===== src/rtl/uart_tx_frame.sv =====
// UART transmitter: start bit, NB_DATA data bits LSB first, optional even/odd parity,
// then one or two stop bits, paced by an external oversample tick.
`timescale 1ns/1ps
module uart_tx_frame #(
   parameter int NB_DATA       = 8,
   parameter int N_TICKS       = 16,
   parameter int NB_TICK_COUNT = 6,
   parameter int NB_BIT_COUNT  = 4
) (
   input  logic               i_clock,
   input  logic               i_reset,
   input  logic               i_tick,
   input  logic               i_tx_start,
   input  logic [NB_DATA-1:0] i_din,
   input  logic [1:0]         i_parity_mode,
   input  logic               i_two_stop,
   output logic               o_tx,
   output logic               o_busy,
   output logic               o_tx_done_tick
);

   localparam logic [2:0] ST_IDLE   = 3'd0;
   localparam logic [2:0] ST_START  = 3'd1;
   localparam logic [2:0] ST_DATA   = 3'd2;
   localparam logic [2:0] ST_PARITY = 3'd3;
   localparam logic [2:0] ST_STOP   = 3'd4;

   localparam logic [NB_TICK_COUNT-1:0] TICK_LAST = NB_TICK_COUNT'(N_TICKS - 1);
   localparam logic [NB_BIT_COUNT-1:0]  BIT_LAST  = NB_BIT_COUNT'(NB_DATA - 1);
   localparam logic [1:0]               MODE_EVEN = 2'b01;
   localparam logic [1:0]               MODE_ODD  = 2'b10;

   logic [2:0]               state,      state_n;
   logic [NB_TICK_COUNT-1:0] tick_cnt,   tick_cnt_n;
   logic [NB_BIT_COUNT-1:0]  bit_cnt,    bit_cnt_n;
   logic [NB_DATA-1:0]       shreg,      shreg_n;
   logic                     parity_en,  parity_en_n;
   logic                     parity_bit, parity_bit_n;
   logic                     two_stop,   two_stop_n;
   logic                     stop_idx,   stop_idx_n;
   logic                     tx,         tx_n;
   logic                     busy;
   logic                     done,       done_n;

   logic bit_end;
   assign bit_end = i_tick && (tick_cnt == TICK_LAST);

   // NOTE: every variable gets a default at the top of always_comb so no path leaves
   // one unassigned; otherwise synthesis infers a latch to hold the old value.
   always_comb begin
      state_n      = state;
      tick_cnt_n   = tick_cnt;
      bit_cnt_n    = bit_cnt;
      shreg_n      = shreg;
      parity_en_n  = parity_en;
      parity_bit_n = parity_bit;
      two_stop_n   = two_stop;
      stop_idx_n   = stop_idx;
      done_n       = 1'b0;

      case (state)
         ST_IDLE: begin
            // The done cycle is already IDLE but must not accept a new request.
            if (i_tx_start && !done) begin
               shreg_n      = i_din;
               parity_en_n  = (i_parity_mode == MODE_EVEN) || (i_parity_mode == MODE_ODD);
               parity_bit_n = (^i_din) ^ (i_parity_mode == MODE_ODD);
               two_stop_n   = i_two_stop;
               tick_cnt_n   = '0;
               stop_idx_n   = 1'b0;
               state_n      = ST_START;
            end
         end
         ST_START: begin
            if (bit_end) begin
               tick_cnt_n = '0;
               bit_cnt_n  = '0;
               state_n    = ST_DATA;
            end else if (i_tick) begin
               tick_cnt_n = tick_cnt + 1'b1;
            end
         end
         ST_DATA: begin
            if (bit_end) begin
               shreg_n    = shreg >> 1;
               tick_cnt_n = '0;
               if (bit_cnt == BIT_LAST) state_n = parity_en ? ST_PARITY : ST_STOP;
               else                     bit_cnt_n = bit_cnt + 1'b1;
            end else if (i_tick) begin
               tick_cnt_n = tick_cnt + 1'b1;
            end
         end
         ST_PARITY: begin
            if (bit_end) begin
               tick_cnt_n = '0;
               state_n    = ST_STOP;
            end else if (i_tick) begin
               tick_cnt_n = tick_cnt + 1'b1;
            end
         end
         ST_STOP: begin
            if (bit_end) begin
               tick_cnt_n = '0;
               if (two_stop && !stop_idx) begin
                  stop_idx_n = 1'b1;
               end else begin
                  done_n  = 1'b1;
                  state_n = ST_IDLE;
               end
            end else if (i_tick) begin
               tick_cnt_n = tick_cnt + 1'b1;
            end
         end
         default: state_n = ST_IDLE;
      endcase

      // Line level follows the state being entered, so the pin register changes in step.
      case (state_n)
         ST_START:  tx_n = 1'b0;
         ST_DATA:   tx_n = shreg_n[0];
         ST_PARITY: tx_n = parity_bit_n;
         default:   tx_n = 1'b1;
      endcase
   end

   // NOTE: sequential state uses non-blocking assignments so every register samples
   // the pre-edge values, independent of statement order.
   always_ff @(posedge i_clock) begin
      if (!i_reset) begin
         state      <= ST_IDLE;
         tick_cnt   <= '0;
         bit_cnt    <= '0;
         shreg      <= '0;
         parity_en  <= 1'b0;
         parity_bit <= 1'b0;
         two_stop   <= 1'b0;
         stop_idx   <= 1'b0;
         tx         <= 1'b1;
         busy       <= 1'b0;
         done       <= 1'b0;
      end else begin
         state      <= state_n;
         tick_cnt   <= tick_cnt_n;
         bit_cnt    <= bit_cnt_n;
         shreg      <= shreg_n;
         parity_en  <= parity_en_n;
         parity_bit <= parity_bit_n;
         two_stop   <= two_stop_n;
         stop_idx   <= stop_idx_n;
         tx         <= tx_n;
         busy       <= (state_n != ST_IDLE);
         done       <= done_n;
      end
   end

   assign o_tx           = tx;
   assign o_busy         = busy;
   assign o_tx_done_tick = done;

endmodule


===== config.mk =====
export PLATFORM = sky130hd
export DESIGN_NAME = uart_tx_frame
export DESIGN_NICKNAME = d
export VERILOG_FILES = /design/src/rtl/uart_tx_frame.sv
export SDC_FILE = /design/constraint.sdc
export NUM_CORES = 1
export LEC_CHECK = 0
export CAP_MARGIN = 20
export CORE_MARGIN = 2
export CORE_UTILIZATION = 49
export DETAILED_ROUTE_END_ITERATION = 10
export GPL_TIMING_DRIVEN = 0
export PLACE_DENSITY = 0.74
export REMOVE_ABC_BUFFERS = 1
export SLEW_MARGIN = 15
export SYNTH_ARGS = -nofsm -noshare
export SYNTH_HDL_FRONTEND = slang
export SYNTH_SLANG_ARGS = --single-unit

===== constraint.sdc =====
create_clock -name i_clock -period 1.85 [get_ports i_clock]
set_input_delay 0.2775 -clock i_clock [delete_from_list [all_inputs] [get_ports i_clock]]
set_output_delay 0.2775 -clock i_clock [all_outputs]
set_load 0.05 [all_outputs]

# After elaboration in Yosys (flattened, before gate mapping)

Index checks and enable logic that the tools add are counted.

Bits in read-only memories: 0
Memories kept: 0
Flip-flop bits (word level): 28
Word-level logic and storage cells: 81
Bits of input ports: 15
Memory bits (writable): 0
Bits in latches: 0
Output and inout bits: 3

Add/sub/neg operators: 2
Reductions and logical operators: 20
Divide/modulo/power cells: 0
Order comparisons: 0
Shift-type cells: 0
Eq/ne operators: 18
Mux-type cells: 28
$mul: 0
Bitwise logic cells: 1

Operators with widths:

| cell                  | number |
|---|---|
| $mux W3               | 8 |
| $mux W6               | 3 |
| $mux W8               | 2 |
| $pmux W8 S2           | 1 |
| $pmux W3 S5           | 1 |
| $eq A3 B2 Y1 const B  | 4 |
| $mux W4               | 3 |
| $ne A2 B2 Y1 const B  | 6 |
| $pmux W6 S2           | 1 |
| $reduce_and A3 Y1     | 3 |
| $pmux W4 S2           | 1 |
| $reduce_and A4 Y1     | 2 |
| $reduce_bool A2 Y1    | 4 |
| $reduce_xor A8 Y1     | 1 |
| $add A6 B1 Y6 const B | 1 |
| $eq A3 B1 Y1 const B  | 2 |
| $eq A6 B4 Y1 const B  | 1 |
| $mux W1               | 6 |
| $add A4 B1 Y4 const B | 1 |
| $eq A4 B3 Y1 const B  | 1 |
| $reduce_or A4 Y1      | 1 |
| $eq A3 B3 Y1 const B  | 1 |
| $logic_and A1 B1 Y1   | 3 |
| $logic_not A3 Y1      | 1 |
| 10 further kinds      | 11 |

# Depth between registers and ports, before layout

Gate-level depths: netlist of the first run.

Depth after elaboration: 7
Depth in mapped cells: 7

# Worst setup path after synthesis of the first run

No wires, ideal clock.

Kind: register -> register
Start point: reg done, in the netlist o_tx_done_tick
End point: reg tx, in the netlist o_tx
Path buffers: 1
Period minus slack after synthesis: 1,847 ps
Slack: 3 ps
Stages on the path, launching flop included: 7
Arrival: 1,756 ps
Setup time: 91 ps
Cell sequence: dfxtp_1 > nor2_1 > and3_1 > clkbuf_1 > nor2_1 > a211oi_2 > a311oi_1

Longest elaborated chain between the ends: 6
Elaborated cells on any way between the ends: 12
Those cells by class: 3 x eq/ne; 7 x mux; 2 x reduce/logical

Ends and longest elaborated chain:

| item                                                | line | text |
|---|---|---|
| start: declaration                                  | 43   | `logic done, done_n;` |
| start signal: assignment                            | 152  | `done <= done_n;` |
| $logic_not A1 Y1 (*)                                | 64   | `if (i_tx_start && !done) begin` |
| $logic_and A1 B1 Y1 (*)                             | 64   |  |
| $mux W3                                             | 64   |  |
| $pmux W3 S5                                         | 61   | `case (state)` |
| $eq A3 B2 Y1 / $eq A3 B1 Y1 (equally long branches) | 118  | `case (state_n)` |
| $pmux W1 S3 (*)                                     | 118  |  |
| end signal: assignment                              | 150  | `tx <= tx_n;` |
| end: declaration                                    | 41   | `logic tx, tx_n;` |

Every way passes the cells marked *; elsewhere a longest branch is shown, timed or not. The select of a mux whose other input is x is not followed.
A chain may end at the register's enable or synchronous reset.

# Final worst setup path of the first run

Start point: reg tick_cnt[5]
End point: reg busy, in the netlist o_busy

Longest elaborated chain between the ends: 5
Elaborated cells on any way between the ends: 8
Those cells by class: 1 x eq/ne; 5 x mux; 2 x reduce/logical

Ends and longest elaborated chain:

| item                              | line | text |
|---|---|---|
| start: declaration                | 34   | `logic [NB_TICK_COUNT-1:0] tick_cnt, tick_cnt_n;` |
| start signal: assignment          | 143  | `tick_cnt <= tick_cnt_n;` |
| $eq A6 B4 Y1 (*)                  | 46   | `assign bit_end = i_tick && (tick_cnt == TICK_LAST);` |
| $logic_and A1 B1 Y1 (*)           | 46   |  |
| $mux W3, on equally long branches | -    |  |
| $pmux W3 S5 (*)                   | 61   |  |
| $reduce_bool A3 Y1 (*)            | 151  | `busy <= (state_n != ST_IDLE);` |
| end signal: assignment            | 151  |  |
| end: declaration                  | 42   | `logic busy;` |

Every way passes the cells marked *; elsewhere a longest branch is shown, timed or not.

==> results of run 1 <==
-- power by group through the flow --
stage                     sequential [mW]  clock [mW]  combinational (mW)
final                               0.653       0.414               0.239
after global routing                0.657       0.446               0.260
after CTS                           0.652       0.426               0.226
after detailed placement            0.665           0               0.222
after global placement              0.664           0               0.220
after floorplan                     0.682           0               0.130
-- worst min-delay path: stages (launching register included) --
cell     delay [ns]
dfxtp_1        0.34
nand2_1        0.05
a21oi_1        0.05
-- synthesized netlist by cell type, drive strengths merged (2+ instances only) --
cell type | n | share of area (%)
mux2i | 2 | 1.4
nand2b | 3 | 1.3
inv | 4 | 1.0
nor3b | 2 | 2.1
a22oi | 6 | 3.0
nand3 | 7 | 3.0
nor3 | 2 | 0.68
xor2 | 2 | 1.2
nor4 | 2 | 1.9
and3 | 2 | 0.84
a21oi | 16 | 5.4
xnor2 | 8 | 4.7
a211oi | 5 | 3.2
a21bo | 2 | 1.4
nor2 | 17 | 4.5
nor2b | 3 | 1.3
nand2 | 16 | 4.1
o21ai | 7 | 2.4
and2 | 3 | 1.3
buf | 3 | 1.4
dfxtp | 28 | 38
clkbuf | 4 | 1.0
ha | 3 | 2.5
-- state kept, by name, summed over array words and instances (netlist names) --
name / cells
o_tx_done_tick: 1
stop_idx: 1
tick_cnt: 6
o_busy: 1
two_stop: 1
shreg: 8
state: 3
parity_bit: 1
o_tx: 1
bit_cnt: 4
parity_en: 1
-- area by class of cell --
cell class	count	area (um^2)	area share [%]
clock buffer	3	22.52	1.248
clock inverter	1	30.03	1.664
inverter	4	15.01	0.8322
multi-input combinational	127	924.6	51.25
sequential	28	571.8	31.69
tap	31	38.79	2.150
timing repair buffer	21	201.4	11.17
-- stage by stage --
step | TNS (ns) | cell area, um^2 | setup slack, ns | power, mW | utilization, %
6_report | 0 | 1804 | 0.04316 | 1.306 | 64.32
5_1_grt | -0.07373 | 1804 | -0.03407 | 1.364 | 64.32
4_1_cts | 0 | 1740 | 0.001659 | 1.304 | 62.04
3_5_place_dp | -10.10 | 1654 | -0.6018 | 0.8869 | 58.97
3_3_place_gp | -9.926 | 1654 | -0.6059 | 0.8837 | 58.97
2_1_floorplan | -0.02237 | 1445 | -0.02237 | 0.8115 | -
-- cells in the final DEF, fill, tap and decap left out, types with 3 or more instances in the layout --
cell,count
dfxtp_2,6
a21oi_1,16
clkdlybuf4s50_1,15
and2_1,3
o21ai_0,4
nand2b_1,3
nand2_1,16
nor2_1,14
inv_1,4
o21ai_1,3
nand3_1,4
xnor2_1,7
dfxtp_1,21
buf_4,4
a211oi_1,3
nor2b_1,3
clkbuf_4,3
a22oi_1,6
-- repair_timing --
| action | CTS | global route |
|---|---|---|
| buffers inserted | 2 | 2 |
| setup endpoints to repair | 21 | 12 |
| pin swaps | 3 | 5 |
| resized for setup | 9 | 14 |
-- worst max path at each step --
stage,end,cells past startpoint,startpoint
floorplan,o_tx,5,o_tx_done_tick
global route,bit_cnt[1],5,tick_cnt[5]
finish,o_busy,5,tick_cnt[5]
CTS,tick_cnt[2],5,state[0]
detailed placement,o_tx,6,i_tick
global placement,o_tx,6,i_tick
-- cells by family after synthesis --
| family | count (synthesis) | share of synthesized area (%) |
|---|---|---|
| and+or+nand+nor | 66 | 26.10 |
| AOI/OAI and AO/OA | 45 | 21.28 |
| DFF | 28 | 37.84 |
| xor gates and xnor gates | 11 | 7.433 |
| buffers and inverters | 11 | 3.462 |
| adders and majority gates | 3 | 2.534 |
| muxes | 2 | 1.351 |
-- per-layer routing --
layer / wire (um) / vias to the layer above / share of wire (%)
li1: - / 627 / -
met1: 1323 / 598 / 44
met2: 1580 / 21 / 52
met3: 122 / 0 / 4.0
met4: 0 / 0 / 0
met5: 0 / - / 0
==> summary.md, run 1 <==
| Metric | Value |
|---|---|
| Outcome | complete, but fails checks |
| Failing checks | design-rule violations |
| Required @ worst endpoint | 2.09 ns |
| Cells after Synth | 166 |
| Worst setup path class | reg -> reg |
| Fin cells | 215 |
| Static leakage power | 0.6572 nW |
| Tightest Pin Transition | 0.6527 ns |
| WP buf/inv | 0 |
| Setup violations, final | 0 |
| Net switching power | 338.6 uW |
| Pin count of the biggest net entering global routing | 22 |
| Hpwl dp | 2.104 mm |
| Slew HR | 56.44% |
| Rows | 19 |
| Final worst path period need | 1.807 ns |
| Vias in the first global route | 1204 |
| Die Width | 58.99 um |
| Number of vias per cell | 5.795 |
| Die Height | 58.99 um |
| Io pins | 18 |
| Logic pwr share | 18.3% |
| CP startpoint kind | flop |
| Critical register-to-register path endpoint | o_busy |
| Seq pwr share | 50.0% |
| GR met1 Demand/Resource | 22.60% |
| Filler cells | 244 |
| Root buffer cell | clkbuf_4 |
| Routed vias | 1246 |
| Clock group share of total power | 31.7% |
| CP max FO | 8 |
| Worst Skew | 0.008361 ns |
| Area growth, synth to finish | 21.79% |
| Max Slew Vio Count | 0 |
| Hold Fails Final Rpt | 0 |
| Critical path capture point type | flop |
| Worst hold slack | 0.4683 ns |
| Share of cells above drive strength 1 | 17.39% |
| Placed cell count | 207 |
| Syn. warnings | 0 |
| Initial Util | 52.81% |
| Pre-Repair DR Iteration Count | 8 |
| Grt total ovfl | 0 |
| Mean Syn Cell Area | 8.924 um^2 |
| CORE AREA | 2805 um^2 |
| TritonCTS buffer count | 3 |
| Reg-to-reg setup timing slack | 0.04 ns |
| Int Pwr | 967.5 uW |
| Final period utilization | 97.67% |
| GP Congestion | 0.8461 |
| Switching Fraction | 25.92% |
| Post-synth cell types | 49 |
| DR WL/cell | 14.07 um |
| Max stage delay cell, worst path | or3b_4 |
| HP Start | shreg[5] |
| Achievable frequency | 553.5 MHz |
| Number of flops mapped to enable cells by yosys | 0 |
| Slowest cell delay on critical path | 0.43 ns |
| Met2 usage | 34.13% |
| H-tree Lvls | 1 |
| R2R Path Start | tick_cnt[5] |
| Mapped cell area | 1481 um^2 |
| # Max-Cap Violations | 0 |
| Min-Delay Path Depth | 2 |
| Total GRT Usage | 19.28% |
| CP arrival | 2.05 ns |
| Async SR Flop Fraction | 0% |
| ANT cells | 0 |
| Clk buf depth | 2 |
| Path category of the worst min-delay check | reg -> reg |
| Crit-path cells | or3b_4 -> or2_4 -> o211ai_1 -> o21ai_1 -> o41a_1 |
| GR Util met3 | 5.022% |
| First-pass GRT wire length | 5.168 mm |
| Final Net Count | 203 |
| Clk sinks | 28 |
| Initial DRC count | 32 |
| Port Buffers | 17 |
| Largest delay share family, worst path | simple AND/OR/NAND/NOR gates |
| Synth Flop Type | dfxtp_1 |
| Clk Latency, worst-skew pair | 0.34 ns |
| # hold bufs at CTS | 0 |
| Flops & latches, synth | 28 |
| Worst Hold Endpoint | shreg[5] |
| Initial antenna violation count | 0 |
| Peak VDD IR | 510.4 uV |
| Busiest grt layer | met2 |
| Worst-path clk slew | 0.16 ns |
| R2R cell count | 5 |
| Die ar. | 3479 um^2 |
| DRC Markers | 1 |
| Seq/Total Area, Yosys | 37.84% |
| RSZ-0062 raised after global routing | true |
| Pwr/cell area | 723.9 nW/um^2 |
| Total Wirelength | 3.026 mm |
| CTS tree | done |
| Antenna violation net count after detailed routing | 0 |
Power figures use the tool's default switching activity.
==> inputs of run 2 (changes only) <==
ABC_CLOCK_PERIOD_IN_PS = 1850   (was unset)
CTS_BUF_LIST = sky130_fd_sc_hd__clkbuf_16   (was unset)
PLACE_DENSITY = 0.83   (was 0.74)
==> run 2 against run 1 <==
  * The run now ends clean
  * Clock power is 57% higher
  * Sequential power hardly changed
  * Combinational power is 3% higher
  * Maximum frequency is 0.58% lower
  * Sequential share of layout area is 1.6 points lower
  * Sequential cell count stayed put
==> summary.md, run 2 (synthesized netlist as in run 1, its figures left out) <==
| Metric | Value |
|---|---|
| Clk buf depth | 2 |
| DP Worst Slack | -0.5990 ns |
| Final worst path period need | 1.817 ns |
| Hold Fails Final Rpt | 0 |
| Clk sinks | 28 |
| Required @ worst endpoint | 2.03 ns |
| Critical path capture point type | flop |
| Tightest Pin Transition | 0.6301 ns |
| Total Wirelength | 3.203 mm |
| RSZ-0062 raised after global routing | true |
| Path category of the worst min-delay check | reg -> reg |
| Antenna violation net count after detailed routing | 0 |
| Peak VDD IR | 677.7 uV |
| Commonest non-fill, non-tap cell in the layout | dfxtp_1 |
| Final Power | 1.551 mW |
| GP Congestion | 0.8199 |
| Final period utilization | 98.24% |
| Pwr/cell area | 820.2 nW/um^2 |
| Initial DRC count | 49 |
| Clk Latency, worst-skew pair | 0.27 ns |
| Min-Delay Path Depth | 2 |
| # Max-Cap Violations | 0 |
| Pre-Repair DR Iteration Count | 4 |
| Routed vias | 1320 |
| Critical register-to-register path endpoint | o_tx |
| First-pass GRT wire length | 5.216 mm |
| Grt total ovfl | 0 |
| Io pins | 18 |
| Static leakage power | 0.6817 nW |
| Hpwl dp | 2.159 mm |
| Rows | 19 |
| Outcome | completed |
| Max Slew Vio Count | 0 |
| Die Width | 58.99 um |
| Critical Path Start | tick_cnt[4] |
| Reg-to-reg setup timing slack | 0.03 ns |
| # hold bufs at CTS | 0 |
| CP startpoint kind | flop |
| Setup ws final | 0.03262 ns |
| Root buffer cell | clkbuf_16 |
| DRC Markers | 0 |
| Vias in the first global route | 1295 |
| CP arrival | 1.99 ns |
| R2R cell count | 6 |
| TritonCTS buffer count | 3 |
| Number of vias per cell | 6.055 |
| CORE AREA | 2805 um^2 |
| Filler cells | 219 |
| H-tree Lvls | 1 |
| Share of cells above drive strength 1 | 17.65% |
| Die Height | 58.99 um |
| Pin count of the biggest net entering global routing | 22 |
| Area growth, synth to finish | 27.62% |
| CP max FO | 4 |
| Initial antenna violation count | 0 |
| Initial Util | 52.81% |
| CTS tree | done |
| Largest register FFs | 8 |
| Final Net Count | 206 |
| Biggest regs | shreg (8), tick_cnt (6), bit_cnt (4) |
| Slew HR | 57.95% |
| Reg with most FFs | shreg |
| Most frequent cells in the layout | dfxtp_1, nand2_1, a21oi_1, clkdlybuf4s50_1, nor2_1 |
| Worst Skew | 0.004760 ns |
| DR WL/cell | 14.69 um |
| Setup violations, final | 0 |
| Worst Hold Endpoint | shreg[4] |
| Worst setup path class | reg -> reg |
| Achievable frequency | 550.2 MHz |
| ANT cells | 0 |
| HP Start | shreg[4] |
| R2R Path Start | tick_cnt[4] |
| Port Buffers | 17 |
| Total GRT Usage | 19.50% |
| Worst-path clk slew | 0.07 ns |
| Die ar. | 3479 um^2 |
## run 2: worst max-delay path: stages, from the launching register on
cell	delay [ns]
dfxtp_2	0.34
or3b_4	0.44
nor4_4	0.26
buf_4	0.18
a22o_1	0.19
a211oi_2	0.06
a311oi_1	0.27
## run 2: report_power, final
part / total [mW] / leakage [nW] / switching [mW] / internal (mW)
clock network: 0.651 / 0.0511 / 0.219 / 0.432
registers: 0.653 / 0.231 / 0.0214 / 0.631
logic: 0.247 / 0.400 / 0.127 / 0.120
## run 2: timing repair
action                     in CTS  in global routing
setup endpoints to repair      21                 11
resized for setup               9                 12
pin swaps                       6                  4
setup buffers                   6                  1
## run 2: worst max path at each step
| stage | slack (ns) | cells past startpoint | to |
|---|---|---|---|
| final | 0.03 | 6 | o_tx |
| after floorplan | -0.02 | 5 | o_tx |
| after global placement | -0.61 | 6 | o_busy |
| after detailed placement | -0.60 | 6 | o_tx |
| after global routing | -0.02 | 8 | o_tx |
| after CTS | 0.03 | 6 | o_busy |
## run 2: layout make-up
class,instances,area [um^2],share of cell area [%]
Clock buffer,3,75.07,3.971
Sequential cell,28,568.0,30.05
Tap cell,31,38.79,2.052
Timing Repair Buffer,24,221.5,11.71
Inverter,4,15.01,0.7942
Multi-Input combinational cell,127,942.2,49.83
Clock inverter,1,30.03,1.588
## run 2: routing by layer
layer  part of all wire (%)  global-route usage [%]  vias to the layer above
met5                      0                       0                        -
met4                    2.0                   8.117                        0
met3                    4.1                   4.803                        9
met2                     52                   37.78                       36
met1                     42                   19.43                      634
li1                       -                       -                      641
## run 2: stage by stage
stage / setup TNS, ns / hold WS (ns) / cells / cell area [um^2] / utilization [%]
3_3_place_gp: -9.769 / 0.4451 / 207 / 1654 / 58.97
5_1_grt: -0.05610 / 0.4895 / 218 / 1891 / 67.40
3_5_place_dp: -10.44 / 0.4500 / 207 / 1654 / 58.97
4_1_cts: 0 / 0.4598 / 217 / 1828 / 65.16
2_1_floorplan: -0.02237 / 0.3913 / 159 / 1445 / -
6_report: 0 / 0.4575 / 218 / 1891 / 67.40
